==> src/rtl/host_rd_pkg.sv <==
// Shared types and helpers for the host DDR readout engine.
package host_rd_pkg;

    typedef enum logic [1:0] {
        IDLE  = 2'd0,
        ISSUE = 2'd1,
        DRAIN = 2'd2,
        FLUSH = 2'd3
    } state_t;

    localparam logic [2:0] CMD_READ = 3'b001;

    function automatic int unsigned min_u(input int unsigned a, input int unsigned b);
        return (a < b) ? a : b;
    endfunction

    function automatic int unsigned bytes_per_word(input int unsigned dw);
        return dw / 8;
    endfunction

    function automatic int unsigned log2_bpw(input int unsigned dw);
        return $clog2(bytes_per_word(dw));
    endfunction

endpackage

==> src/rtl/host_rd_addr_gen.sv <==
// Command address register and burst length selection for the readout engine.
// With HOST_RD_STRIDE_EN defined, bursts stop at line ends and lines advance by a stride.
module host_rd_addr_gen
    import host_rd_pkg::*;
#(
    parameter int ADDR_W      = 30,
    parameter int WL_W        = 21,
    parameter int BURST_WORDS = 32,
    parameter int LOG2_BPW    = 3
) (
    input  logic              clk,
    input  logic              reset_clk,
    input  logic              load,
    input  logic              advance,
    input  logic [ADDR_W-1:0] start_addr,
    input  logic [WL_W-1:0]   words_left,
`ifdef HOST_RD_STRIDE_EN
    input  logic [15:0]       line_words,
    input  logic [ADDR_W-1:0] line_stride,
`endif
    output logic [ADDR_W-1:0] addr,
    output logic [6:0]        blen
);

    logic [ADDR_W-1:0] step;
    assign step = ADDR_W'(blen) << LOG2_BPW;

`ifdef HOST_RD_STRIDE_EN
    logic [15:0]       lw_q;
    logic [15:0]       line_rem;
    logic [ADDR_W-1:0] stride_q;
    logic [ADDR_W-1:0] line_start;
    int unsigned       lim;

    // A zero line length means plain linear addressing.
    always_comb begin
        // NOTE: lim gets a default before any condition so no path leaves it unassigned (no latch).
        lim = min_u(BURST_WORDS, 32'(words_left));
        if (lw_q != '0) begin
            lim = min_u(lim, 32'(line_rem));
        end
        blen = 7'(lim);
    end

    always_ff @(posedge clk or posedge reset_clk) begin
        if (reset_clk) begin
            addr       <= '0;
            line_start <= '0;
            lw_q       <= '0;
            stride_q   <= '0;
            line_rem   <= '0;
        end else if (load) begin
            addr       <= start_addr;
            line_start <= start_addr;
            lw_q       <= line_words;
            stride_q   <= line_stride;
            line_rem   <= line_words;
        end else if (advance) begin
            if ((lw_q != '0) && (16'(blen) == line_rem)) begin
                line_start <= line_start + stride_q;
                addr       <= line_start + stride_q;
                line_rem   <= lw_q;
            end else begin
                addr     <= addr + step;
                line_rem <= line_rem - 16'(blen);
            end
        end
    end
`else
    always_comb begin
        blen = 7'(min_u(BURST_WORDS, 32'(words_left)));
    end

    always_ff @(posedge clk or posedge reset_clk) begin
        if (reset_clk) begin
            addr <= '0;
        end else if (load) begin
            addr <= start_addr;
        end else if (advance) begin
            addr <= addr + step;
        end
    end
`endif

endmodule

==> src/rtl/host_rd_engine.sv <==
// DDR readout engine: streams a byte-counted region from the read port into the pipe-out FIFO.
// Optional 2D window readout is enabled by defining HOST_RD_STRIDE_EN.
module host_rd_engine
    import host_rd_pkg::*;
#(
    parameter int MEM_DW      = 64,
    parameter int ADDR_W      = 30,
    parameter int COUNT_W     = 24,
    parameter int BURST_WORDS = 32,
    parameter int OB_COUNT_W  = 10,
    parameter int OB_THRESH   = 440
) (
    input  logic                  clk,
    input  logic                  reset_clk,
    input  logic                  readout_start,
    input  logic                  readout_abort,
    input  logic [ADDR_W-1:0]     readout_addr,
    input  logic [COUNT_W-1:0]    readout_count,
`ifdef HOST_RD_STRIDE_EN
    input  logic [15:0]           line_words,
    input  logic [ADDR_W-1:0]     line_stride,
`endif
    output logic                  busy,
    output logic                  done,
    output logic                  mem_cmd_en,
    output logic [2:0]            mem_cmd_instr,
    output logic [ADDR_W-1:0]     mem_cmd_byte_addr,
    output logic [5:0]            mem_cmd_burst_len,
    input  logic                  mem_cmd_full,
    output logic                  mem_rd_en,
    input  logic [MEM_DW-1:0]     mem_rd_data,
    input  logic                  mem_rd_empty,
    output logic                  ob_rst,
    output logic                  ob_wr_en,
    output logic [MEM_DW-1:0]     ob_din,
    input  logic [OB_COUNT_W-1:0] ob_wr_count
);

    localparam int LOG2_BPW = log2_bpw(MEM_DW);
    localparam int WL_W     = COUNT_W - LOG2_BPW;
    localparam logic [OB_COUNT_W:0] OB_LIMIT = (OB_COUNT_W + 1)'(OB_THRESH);

    state_t            state;
    logic [WL_W-1:0]   words_left;
    logic [6:0]        burst_cnt;
    logic [6:0]        blen;
    logic [ADDR_W-1:0] addr;
    logic              pop;
    logic              load;
    logic              fire;

    assign mem_cmd_instr = CMD_READ;
    assign pop  = mem_rd_en & ~mem_rd_empty;
    assign load = (state == IDLE) && readout_start;
    assign fire = (state == ISSUE) && (words_left != '0) && !mem_cmd_full
                  && ({1'b0, ob_wr_count} < OB_LIMIT);

    host_rd_addr_gen #(
        .ADDR_W      (ADDR_W),
        .WL_W        (WL_W),
        .BURST_WORDS (BURST_WORDS),
        .LOG2_BPW    (LOG2_BPW)
    ) u_addr_gen (
        .clk        (clk),
        .reset_clk  (reset_clk),
        .load       (load),
        .advance    (fire),
        .start_addr (readout_addr),
        .words_left (words_left),
`ifdef HOST_RD_STRIDE_EN
        .line_words (line_words),
        .line_stride(line_stride),
`endif
        .addr       (addr),
        .blen       (blen)
    );

    always_ff @(posedge clk or posedge reset_clk) begin
        if (reset_clk) begin
            ob_wr_en <= 1'b0;
            ob_din   <= '0;
        end else begin
            ob_wr_en <= pop && (state == DRAIN);
            ob_din   <= mem_rd_data;
        end
    end

    // NOTE: every register here uses <= so all branches see pre-edge values of state and counters.
    always_ff @(posedge clk or posedge reset_clk) begin
        if (reset_clk) begin
            state             <= IDLE;
            busy              <= 1'b0;
            done              <= 1'b0;
            ob_rst            <= 1'b1;
            mem_rd_en         <= 1'b0;
            mem_cmd_en        <= 1'b0;
            mem_cmd_byte_addr <= '0;
            mem_cmd_burst_len <= '0;
            words_left        <= '0;
            burst_cnt         <= '0;
        end else begin
            mem_rd_en  <= 1'b1;
            done       <= 1'b0;
            ob_rst     <= 1'b0;
            mem_cmd_en <= 1'b0;
            unique case (state)
                IDLE: begin
                    if (readout_start) begin
                        busy       <= 1'b1;
                        ob_rst     <= 1'b1;
                        words_left <= WL_W'(readout_count >> LOG2_BPW);
                        state      <= ISSUE;
                    end
                end
                ISSUE: begin
                    // A command strobed alongside an abort is still owed its data.
                    if (fire) begin
                        mem_cmd_en        <= 1'b1;
                        mem_cmd_byte_addr <= addr;
                        mem_cmd_burst_len <= 6'(blen - 7'd1);
                        burst_cnt         <= blen;
                        state             <= readout_abort ? FLUSH : DRAIN;
                    end else if (readout_abort) begin
                        busy  <= 1'b0;
                        state <= IDLE;
                    end else if (words_left == '0) begin
                        done  <= 1'b1;
                        busy  <= 1'b0;
                        state <= IDLE;
                    end
                end
                DRAIN: begin
                    if (pop) begin
                        burst_cnt  <= burst_cnt - 7'd1;
                        words_left <= words_left - 1'b1;
                    end
                    if (readout_abort) begin
                        if (pop && (burst_cnt == 7'd1)) begin
                            ob_rst <= 1'b1;
                            busy   <= 1'b0;
                            state  <= IDLE;
                        end else begin
                            state <= FLUSH;
                        end
                    end else if (pop && (burst_cnt == 7'd1)) begin
                        if (words_left == WL_W'(1)) begin
                            done  <= 1'b1;
                            busy  <= 1'b0;
                            state <= IDLE;
                        end else begin
                            state <= ISSUE;
                        end
                    end
                end
                FLUSH: begin
                    if (pop && (burst_cnt != '0)) begin
                        burst_cnt <= burst_cnt - 7'd1;
                    end
                    if ((burst_cnt == '0) || (pop && (burst_cnt == 7'd1))) begin
                        ob_rst <= 1'b1;
                        busy   <= 1'b0;
                        state  <= IDLE;
                    end
                end
                default: state <= IDLE;
            endcase
        end
    end

endmodule

==> config.mk <==
export PLATFORM = sky130hd
export DESIGN_NAME = host_rd_engine
export DESIGN_NICKNAME = d
export VERILOG_FILES = /design/src/rtl/host_rd_pkg.sv /design/src/rtl/host_rd_addr_gen.sv /design/src/rtl/host_rd_engine.sv
export SDC_FILE = /design/constraint.sdc
export NUM_CORES = 1
export LEC_CHECK = 0
export CORE_MARGIN = 5
export CORE_UTILIZATION = 25
export DETAILED_ROUTE_END_ITERATION = 12
export DONT_BUFFER_PORTS = 1
export PLACE_DENSITY_LB_ADDON = 0.05
export SLEW_MARGIN = 20
export SYNTH_ARGS = -nofsm -noshare
export SYNTH_HDL_FRONTEND = slang
export SYNTH_HIERARCHICAL = 1
export SYNTH_SLANG_ARGS = --single-unit
==> constraint.sdc <==
create_clock -name clk -period 5.8 [get_ports clk]
set_clock_uncertainty 0.05 [all_clocks]
set_input_delay 0.58 -clock clk [delete_from_list [all_inputs] [get_ports clk]]
set_output_delay 0.58 -clock clk [all_outputs]
set_load 0.1 [all_outputs]
# Word level (Yosys, flattened, before mapping)

Index checks and enable logic that the tools add are counted.

Register bits: 166
Input port bits: 134
Output and inout port bits: 109
Logic and storage cells: 104

Muxes and demuxes: 45
Add/sub/neg operators: 4
Reductions and logical operators: 22
$lt $le $gt $ge: 2
Bitwise gates (word level): 2
Equal/unequal tests: 16

Operators by type and width:

| operator                                                    | count |
|---|---|
| 2-to-1 mux 30 bit                                           | 2 |
| 2-to-1 mux 21 bit                                           | 2 |
| one-hot mux 21 bit (2 select lines)                         | 1 |
| adder 30 x 10 -> 30 bit                                     | 1 |
| 2-to-1 mux 7 bit                                            | 4 |
| 2-to-1 mux 1 bit                                            | 23 |
| equality test 21 x 1 -> 1 bit, second input constant        | 1 |
| zero test 21 bit                                            | 1 |
| less-than comparator 6 x 21 -> 1 bit, first input constant  | 1 |
| one-hot mux 7 bit (3 select lines)                          | 1 |
| nonzero test 21 bit                                         | 1 |
| subtractor 21 x 1 -> 21 bit, second input constant          | 1 |
| 2-to-1 mux 2 bit                                            | 8 |
| inequality test 2 bit, second input constant                | 6 |
| less-than comparator 10 x 9 -> 1 bit, second input constant | 1 |
| inequality test 3 x 2 -> 1 bit, second input constant       | 3 |
| one-hot mux 2 bit (4 select lines)                          | 1 |
| AND reduction 4 bit                                         | 2 |
| equality test 7 x 1 -> 1 bit, second input constant         | 1 |
| logical AND 1 bit                                           | 7 |
| zero test 7 bit                                             | 1 |
| nonzero test 7 bit                                          | 1 |
| subtractor 7 x 1 -> 7 bit, second input constant            | 1 |
| AND reduction 6 bit                                         | 1 |
| other kinds (17)                                            | 19 |

# Logic depth before layout (Yosys ltp)

Gate-level depths: netlist of run 1.

Word-level depth: 6
Depth in mapped cells: 12
Depth with buffers taken out: 12

# Cells and area by module

The synthesis of run 1 kept the hierarchy.

Modules (own cells, without submodules):

| module           | cells each | instances | area an instance (µm²) | sequential area each (µm²) |
|---|---|---|---|---|
| host_rd_engine   | 496        | 1         | 5,396.4                | 3,404.5 |
| host_rd_addr_gen | 226        | 1         | 2,011.9                | 750.7 |

# Least setup slack after synthesis of run 1

No wires, ideal clock.

Path type: register to register
Start point: register words_left[11]
End point: register u_addr_gen.addr[25]
Stages on the path, launching flop included: 13
Setup slack: 2.487 ns
Arrival: 3.181 ns
Data required time: 5.668 ns
Period minus slack after synthesis: 3.313 ns
Cell sequence: dfrtp_1 nor4_1 nand4_1 or2_2 nor2_1 ha_1 inv_1 fa_1 nor2b_1 o211a_1 o211ai_4 or4_1 a31oi_1

Cells in the longest elaborated chain, start to end: 5

RTL lines:

| element                              | RTL line               | source |
|---|---|---|
| start, declared                      | host_rd_engine.sv:44   | `logic [WL_W-1:0] words_left;` |
| start signal, assigned               | host_rd_engine.sv:111  | `words_left <= WL_W'(readout_count >> LOG2_BPW);` |
| start signal, assigned               | host_rd_engine.sv:135  | `words_left <= words_left - 1'b1;` |
| less-than comparator 6 x 21 -> 1 bit | host_rd_pkg.sv:14      | `return (a < b) ? a : b;` |
| 2-to-1 mux 7 bit                     | host_rd_pkg.sv:14      |  |
| via blen[5]                          | host_rd_engine.sv:46   | `logic [6:0] blen;` |
| adder 30 x 10 -> 30 bit              | host_rd_addr_gen.sv:80 | `addr <= addr + step;` |
| 2-to-1 mux 30 bit                    | host_rd_addr_gen.sv:79 | `end else if (advance) begin` |
| 2-to-1 mux 30 bit                    | host_rd_addr_gen.sv:77 | `end else if (load) begin` |
| end signal, assigned                 | host_rd_addr_gen.sv:78 | `addr <= start_addr;` |
| end signal, assigned                 | host_rd_addr_gen.sv:80 |  |
| end, declared                        | host_rd_addr_gen.sv:21 | `output logic [ADDR_W-1:0] addr,` |

The timed path passes the listed nets, and every way through them passes these cells. The select of a mux whose other input is x is not followed.
A chain may end at the register's enable or synchronous reset.

# Final worst setup path of run 1

Same ends and word-level chain as after synthesis.

==> results of run 1 <==
==> cells by family (layout without fill, tap and decap cells) <==
logic type               Yosys count  count (layout)  synth area share, %
flip-flops                       166             166                 56.1
AND/OR/NAND/NOR                  279             279                 17.9
adder cells (fa/ha/maj)           20              20                 3.48
buffers and inverters             53              63                 3.01
other                              3               6                0.152
multiplexers                      21              21                 2.96
XOR/XNOR                          22              22                 2.60
AO/OA/AOI/OAI                    158             158                 13.8
==> stage by stage <==
stage / hold WS (ns) / cells / instance area (um2) / util [%]
global route: 0.0906 / 1125 / 8440 / 28.6
detailed placement: 0.410 / 1093 / 7850 / 26.6
global placement: 0.392 / 1093 / 7850 / 26.6
finish: 0.0906 / 1125 / 8440 / 28.6
CTS: 0.0957 / 1125 / 8440 / 28.6
floorplan: 0.385 / 725 / 7420 / -
==> registers in the layout (all words and copies together) (netlist names) <==
register	flops
ob_din	64
ob_wr_en	1
mem_cmd_byte_addr	30
busy	1
words_left	21
mem_rd_en	1
u_addr_gen/addr	30
mem_cmd_burst_len	6
done	1
mem_cmd_en	1
ob_rst	1
burst_cnt	7
state	2
==> worst max-delay path, stage by stage, from the launching register on <==
cell      delay (ns)
dfrtp_1         0.45
nor4_1          0.40
nand4_1         0.24
or2_2           0.40
nor2_1          0.37
ha_1            0.30
inv_1           0.07
fa_1            0.38
nor2b_1         0.26
o211a_1         0.35
o211ai_4        0.18
or4_1           0.53
a31oi_1         0.17
==> cell type report <==
cell class	instances	area, um2	share of cell area [%]
clock buffers	18	439	5.20
clock inverters	14	156	1.85
inverters	25	98.8	1.17
multi-input cells	506	3060	36.2
flip-flops and latches	166	4160	49.2
well taps	390	488	5.78
repair buffers	6	45.0	0.534
==> path summary, 6_finish.rpt <==
path | endpoint | start
worst max register to register | u_addr_gen/addr[25] | words_left[11]
worst max-delay path | u_addr_gen/addr[25] | words_left[11]
min in group clk | ob_din[14] | mem_rd_data[14]
max in group asynchronous | burst_cnt[0] | reset_clk
worst min-delay path | ob_din[39] | reset_clk
worst min register to register | mem_cmd_byte_addr[0] | u_addr_gen/addr[0]
==> synthesized netlist by cell type, types with 3 or more instances <==
cell       number  share of area [%]
mux2_2          7                1.1
xor2_1         15                1.8
nor3_1         12               0.81
buf_4           4               0.41
o21ai_0        45                3.0
nand4_1        12                1.0
and3_1          5               0.42
mux2i_1        14                1.9
and2_1          7               0.59
a221oi_1        5               0.59
nor2b_1         3               0.25
o2bb2ai_1       3               0.35
nand2b_1        5               0.42
or3_1           9               0.76
o21a_1          3               0.30
a21oi_1        34                2.3
a211oi_1        3               0.30
nand2_1       145                7.3
a2bb2oi_1       4               0.47
a22oi_1         3               0.30
ha_1           19                3.2
conb_1          3               0.15
inv_1          23                1.2
o22ai_1        21                1.8
o211ai_1        6               0.61
nor2_1         28                1.4
or4_1           3               0.30
dfrtp_1       165                 56
nand3_1        20                1.4
xnor2_1         7               0.83
nor4_1          9               0.76
clkbuf_1       22                1.1
a31oi_1         9               0.76
or2_2           5               0.42
==> metal layers <==
layer	up-vias	GRT usage [%]	wire length (um)
met5	-	0	0
li1	2542	-	-
met2	184	22.0	10600
met1	2637	17.1	9980
met4	0	2.70	132
met3	5	5.28	1960
==> where the power goes <==
group	internal (mW)	switching [mW]	leakage [nW]
Combinational	0.493	0.755	1.29
Sequential	1.49	1.48	1.98
Clock	0.590	0.555	0.288
==> flow_summary_export.csv, run 1 <==
group,metric,value,unit
sta,fin_crit,4.22,ns
placement,hpwl,16500,um
logic_synthesis,yosysWarnings,6,
sta,finalSetupViolations,0,
floorplan,initial_core_util,25.1,%
placement,gp_congestion,0.772,
floorplan,core-area,0.0295,mm2
floorplan,die_area,0.0332,mm2
sta,drv_slew,0,
drt,drt-total-wl,22700,um
worst_setup_path,worstPathArrival,4.52,ns
clock_tree,htree_levels,4,
drt,dr_total_vias,5368,
worst_setup_path,regToRegSetupSlack,1.58,ns
power_and_ir_drop,pwr_density_cell,634,mW/mm2
global_route,grt_max_degree,78,
clock_tree,cts_sinks,166,
cells_and_area,diodes,0,
power_and_ir_drop,power,5.35,mW
worst_setup_path,worstSetupEndpointType,"register",
global_route,antenna_found_initial,0,
clock_tree,clockBufferDepth,2,
clock_tree,postCtsSetupBuffers,0,
floorplan,die_y,182,um
worst_setup_path,crit_fanout,10,
floorplan,num_io_pins,243,
worst_setup_path,required,6.10,ns
clock_tree,hold_buffers,0,
floorplan,rows,63,
drt,routed_via_density,4.77,
global_route,overflow,0,
drt,firstDrtPassIters,4,
sta,worst_slew_pin_slew,0.996,ns
clock_tree,clockRootBuffer,"clkbuf_16",
logic_synthesis,synth_edf_count,0,
placement,io_buffers,0,
sta,slew_headroom,33.6,%
sta,setup_slack,1.58,ns
logic_synthesis,yosysUniqueCellTypes,69,
clock_tree,cts-resized-gates,0,
cells_and_area,area_delta_synth_final,14.0,%
status,outcome,"complete, no violations",
cells_and_area,final_common_cell,"dfrtp_1",
drt,drtIter0Drc,265,
global_route,grt_pass1_vias,5548,
global_route,track_usage,13.5,%
sta,setup-tns-final,0,ns
logic_synthesis,synth-seq-cells,166,
power_and_ir_drop,leakagePower,3.56,nW
worst_setup_path,start_kind,"register",
drt,postRouteAntennaNets,0,
clock_tree,worstSkewPairLatency,0.42,ns
power_and_ir_drop,peakVddDrop,0.000199,V
flow_run,cap_violations,0,
cells_and_area,drive_above_1_share,9.12,%
floorplan,die_x,182,um
clock_tree,cts_buffers,17,
worst_hold_path,worstHoldPathType,"in2async",
global_route,grt_pass1_wl,34900,um
logic_synthesis,synth-main-ff-cell,"dfrtp_1",
logic_synthesis,async_flop_share,100,%
logic_synthesis,synth.avg_cell_area,10.3,um2
logic_synthesis,synth_area,0.00741,mm2
logic_synthesis,ys_seq_area_share,56.1,%
logic_synthesis,synthCells,722,
sta,max_freq,237,MHz
sta,rsz0062_at_grt,"false",
worst_setup_path,path_class,"reg2reg",
sta,period_share,72.7,%
cells_and_area,layout_common_cells,"dfrtp_1, nand2_1, o21ai_0, a21oi_1, nor2_1",
cells_and_area,layout.nets,876,
clock_tree,path_clk_slew,0.08,ns
sta,finalHoldViolCount,0,
drt,detail_route.wl_per_cell,20.2,um
placement,pre_cts_ws,1.59,ns
clock_tree,cts_tree,"yes",
worst_setup_path,reg2regPathDepth,12,
cells_and_area,fillers,3152,
drt,drc,0,
Power figures use the tool's default switching activity.
==> run 2: changes to the inputs <==
- ABC_AREA: unset -> 1
- clock period: 5.8 -> 3.38 ns (I/O delays scaled with it)
==> run 2 against run 1 <==
The run now ends with hold timing left. Final area is 22% higher. Clock-buffer cell count grew 2. First-iteration DRC count up 34%. Clock power grew 68%. Critical path type unchanged. Largest cell class unchanged. Largest power group unchanged. Highest routed layer unchanged.
==> flow_summary_export.csv, run 2 <==
group,metric,value,unit
status,outcome,"finished, violations left",
status,violations,"hold timing",
clock_tree,cts_sinks,166,
drt,postRouteAntennaNets,0,
global_route,antenna_found_initial,1,
floorplan,core-area,0.0325,mm2
sta,setup-tns-final,0,ns
worst_setup_path,reg2regPathDepth,15,
drt,dr_total_vias,6896,
logic_synthesis,async_flop_share,100,%
power_and_ir_drop,switchingPower,5.02,mW
cells_and_area,layout_common_cells,"nand2_1, dfrtp_1, inv_1, dlygate4sd3_1, nand3_1",
sta,rsz0062_at_grt,"false",
cells_and_area,drive_above_1_share,8.68,%
logic_synthesis,synthTopCellsByArea,"dfrtp_1, nand2_1, nand3_1",
worst_hold_path,worstHoldPathType,"in2async",
clock_tree,htree_levels,4,
placement,io_buffers,0,
global_route,track_usage,14.5,%
cells_and_area,layout.nets,1281,
logic_synthesis,yosysMostFrequentCell,"nand2_1",
logic_synthesis,synth_edf_count,0,
logic_synthesis,synth.avg_cell_area,8.10,um2
floorplan,num_io_pins,243,
logic_synthesis,ys_seq_area_share,50.4,%
cells_and_area,area_delta_synth_final,25.1,%
cells_and_area,top_regs,"ob_din (64), mem_cmd_byte_addr (30), u_addr_gen/addr (30)",
power_and_ir_drop,seqPwrFrac,51.9,%
sta,period_share,91.9,%
cells_and_area,fin_util,31.7,%
sta,holdWs,-0.113,ns
logic_synthesis,synth_area,0.00825,mm2
power_and_ir_drop,peakVddDrop,0.000413,V
sta,finalSetupViolations,0,
clock_tree,clockBufferDepth,2,
drt,drtIter0Drc,356,
drt,drt-total-wl,26600,um
power_and_ir_drop,leakagePower,4.89,nW
cells_and_area,fillers,3547,
logic_synthesis,yosysWarnings,6,
worst_setup_path,worstSetupEndpointType,"register",
drt,routed_via_density,4.36,
clock_tree,cts_buffers,17,
logic_synthesis,synth_top_area_share,50.1,%
power_and_ir_drop,p_sw_share,52.3,%
sta,drv_slew,0,
cells_and_area,regMostFlops,"ob_din",
power_and_ir_drop,clock_power_share,20.0,%
floorplan,initial_core_util,25.3,%
logic_synthesis,synth_largest_area_cell,"dfrtp_1",
worst_setup_path,worstPathArrival,3.38,ns
worst_setup_path,required,3.66,ns
global_route,overflow,0,
clock_tree,worstSkewPairLatency,0.44,ns
sta,slew_headroom,33.7,%
power_and_ir_drop,power.internal,4.59,mW
global_route,grt_pass1_wl,41100,um
cells_and_area,largest_register_ffs,64,
clock_tree,clockRootBuffer,"clkbuf_16",
floorplan,die_area,0.0367,mm2
clock_tree,cts_tree,"yes",
drt,firstDrtPassIters,7,
power_and_ir_drop,pwr-share-comb,28.1,%
logic_synthesis,synthCells,1018,
sta,worst_slew_pin_slew,0.994,ns
placement,gp_congestion,0.788,
drt,detail_route.wl_per_cell,16.8,um
sta,max_freq,322,MHz
worst_setup_path,start_kind,"register",
sta,fin_crit,3.11,ns
logic_synthesis,synth-seq-cells,166,
global_route,grt_max_degree,70,
clock_tree,cts-resized-gates,0,
sta,finalHoldViolCount,58,
power_and_ir_drop,pwr_density_cell,932,mW/mm2
logic_synthesis,synth_common_cells,"nand2_1, dfrtp_1, inv_1",
floorplan,rows,66,
logic_synthesis,synth-main-ff-cell,"dfrtp_1",
clock_tree,path_clk_slew,0.07,ns
global_route,grt_pass1_vias,7084,
cells_and_area,final_common_cell,"nand2_1",
drt,drc,0,
worst_setup_path,path_class,"reg2reg",
placement,hpwl,19300,um
floorplan,die_x,192,um
floorplan,die_y,192,um
worst_setup_path,crit_fanout,6,
logic_synthesis,yosysUniqueCellTypes,43,
flow_run,cap_violations,0,
## run 2: stage by stage
step	setup WS, ns	std cells	cell area [um2]	hold WS, ns	power, mW
6_report	0.272	1583	10300	-0.113	9.61
5_1_grt	0.00307	1583	10300	0.00272	10.3
4_1_cts	0.228	1582	10300	0.00796	9.79
3_5_place_dp	0.234	1454	8770	0.319	7.70
3_3_place_gp	0.298	1454	8770	0.319	7.71
2_1_floorplan	0.674	1021	8260	0.319	6.82
## run 2: timing repair
item                                   CTS  global route
endpoints found under the hold margin  125             0
hold buffers                            96             0
setup buffers                            0             0
## run 2: path summary, 6_finish.rpt
kind	startpoint	endpoint	slack, ns
worst max-delay path	words_left[16]	u_addr_gen/addr[23]	0.27
worst min-delay path	reset_clk	mem_cmd_burst_len[5]	-0.11
worst max register to register	words_left[16]	u_addr_gen/addr[23]	0.27
worst min register to register	u_addr_gen/addr[0]	mem_cmd_byte_addr[0]	0.43
max in group asynchronous	reset_clk	u_addr_gen/addr[6]	2.50
min in group clk	readout_abort	ob_rst	0.03
## run 2: logic make-up (layout without fill, tap and decap cells)
kind of cell	after synthesis	in the layout	synth area share, %
AO/OA/AOI/OAI	97	97	6.83
XOR/XNOR	13	13	1.38
adder cells (fa/ha/maj)	20	20	3.13
buffers and inverters	131	250	6.95
flip-flops	166	166	50.4
multiplexers	3	3	0.410
other	3	7	0.137
AND/OR/NAND/NOR	585	585	30.8
## run 2: critical path, cell delays in order (launching register included)
cell     delay [ns]
dfrtp_1        0.43
or2_2          0.32
nor3_2         0.26
nand2_1        0.17
nor2_1         0.23
ha_1           0.22
inv_1          0.06
fa_1           0.40
inv_1          0.11
nand3_1        0.07
nand3_1        0.18
nand3_1        0.15
nand2_2        0.13
nand3_1        0.08
nand3_1        0.09
nand2_1        0.05
## run 2: metal layers
metal  vias up  GRT usage [%]  wire, um
met3        15           3.49      1800
met2       201           23.0     11900
li1       3466              -         -
met4         0           4.12       389
met1      3214           19.9     12500
met5         -              0         0
## run 2: area by class of cell
type	count	area, um2	share of cell area, %
Tap cell	442	553	5.36
Inverter	102	387	3.75
Timing Repair Buffer	116	1110	10.8
Multi-Input combinational cell	724	3530	34.2
Clock buffer	20	457	4.43
Clock inverter	12	119	1.15
Antenna cell	1	2.50	0.0243
Sequential cell	166	4160	40.3
## run 2: power groups by stage
stage / logic [mW] / clock network (mW) / registers (mW)
2_1_floorplan: 2.08 / 0 / 4.74
3_3_place_gp: 2.64 / 0 / 5.06
3_5_place_dp: 2.64 / 0 / 5.05
4_1_cts: 2.75 / 2.02 / 5.02
5_1_grt: 3.13 / 2.09 / 5.10
6_report: 2.70 / 1.92 / 4.99
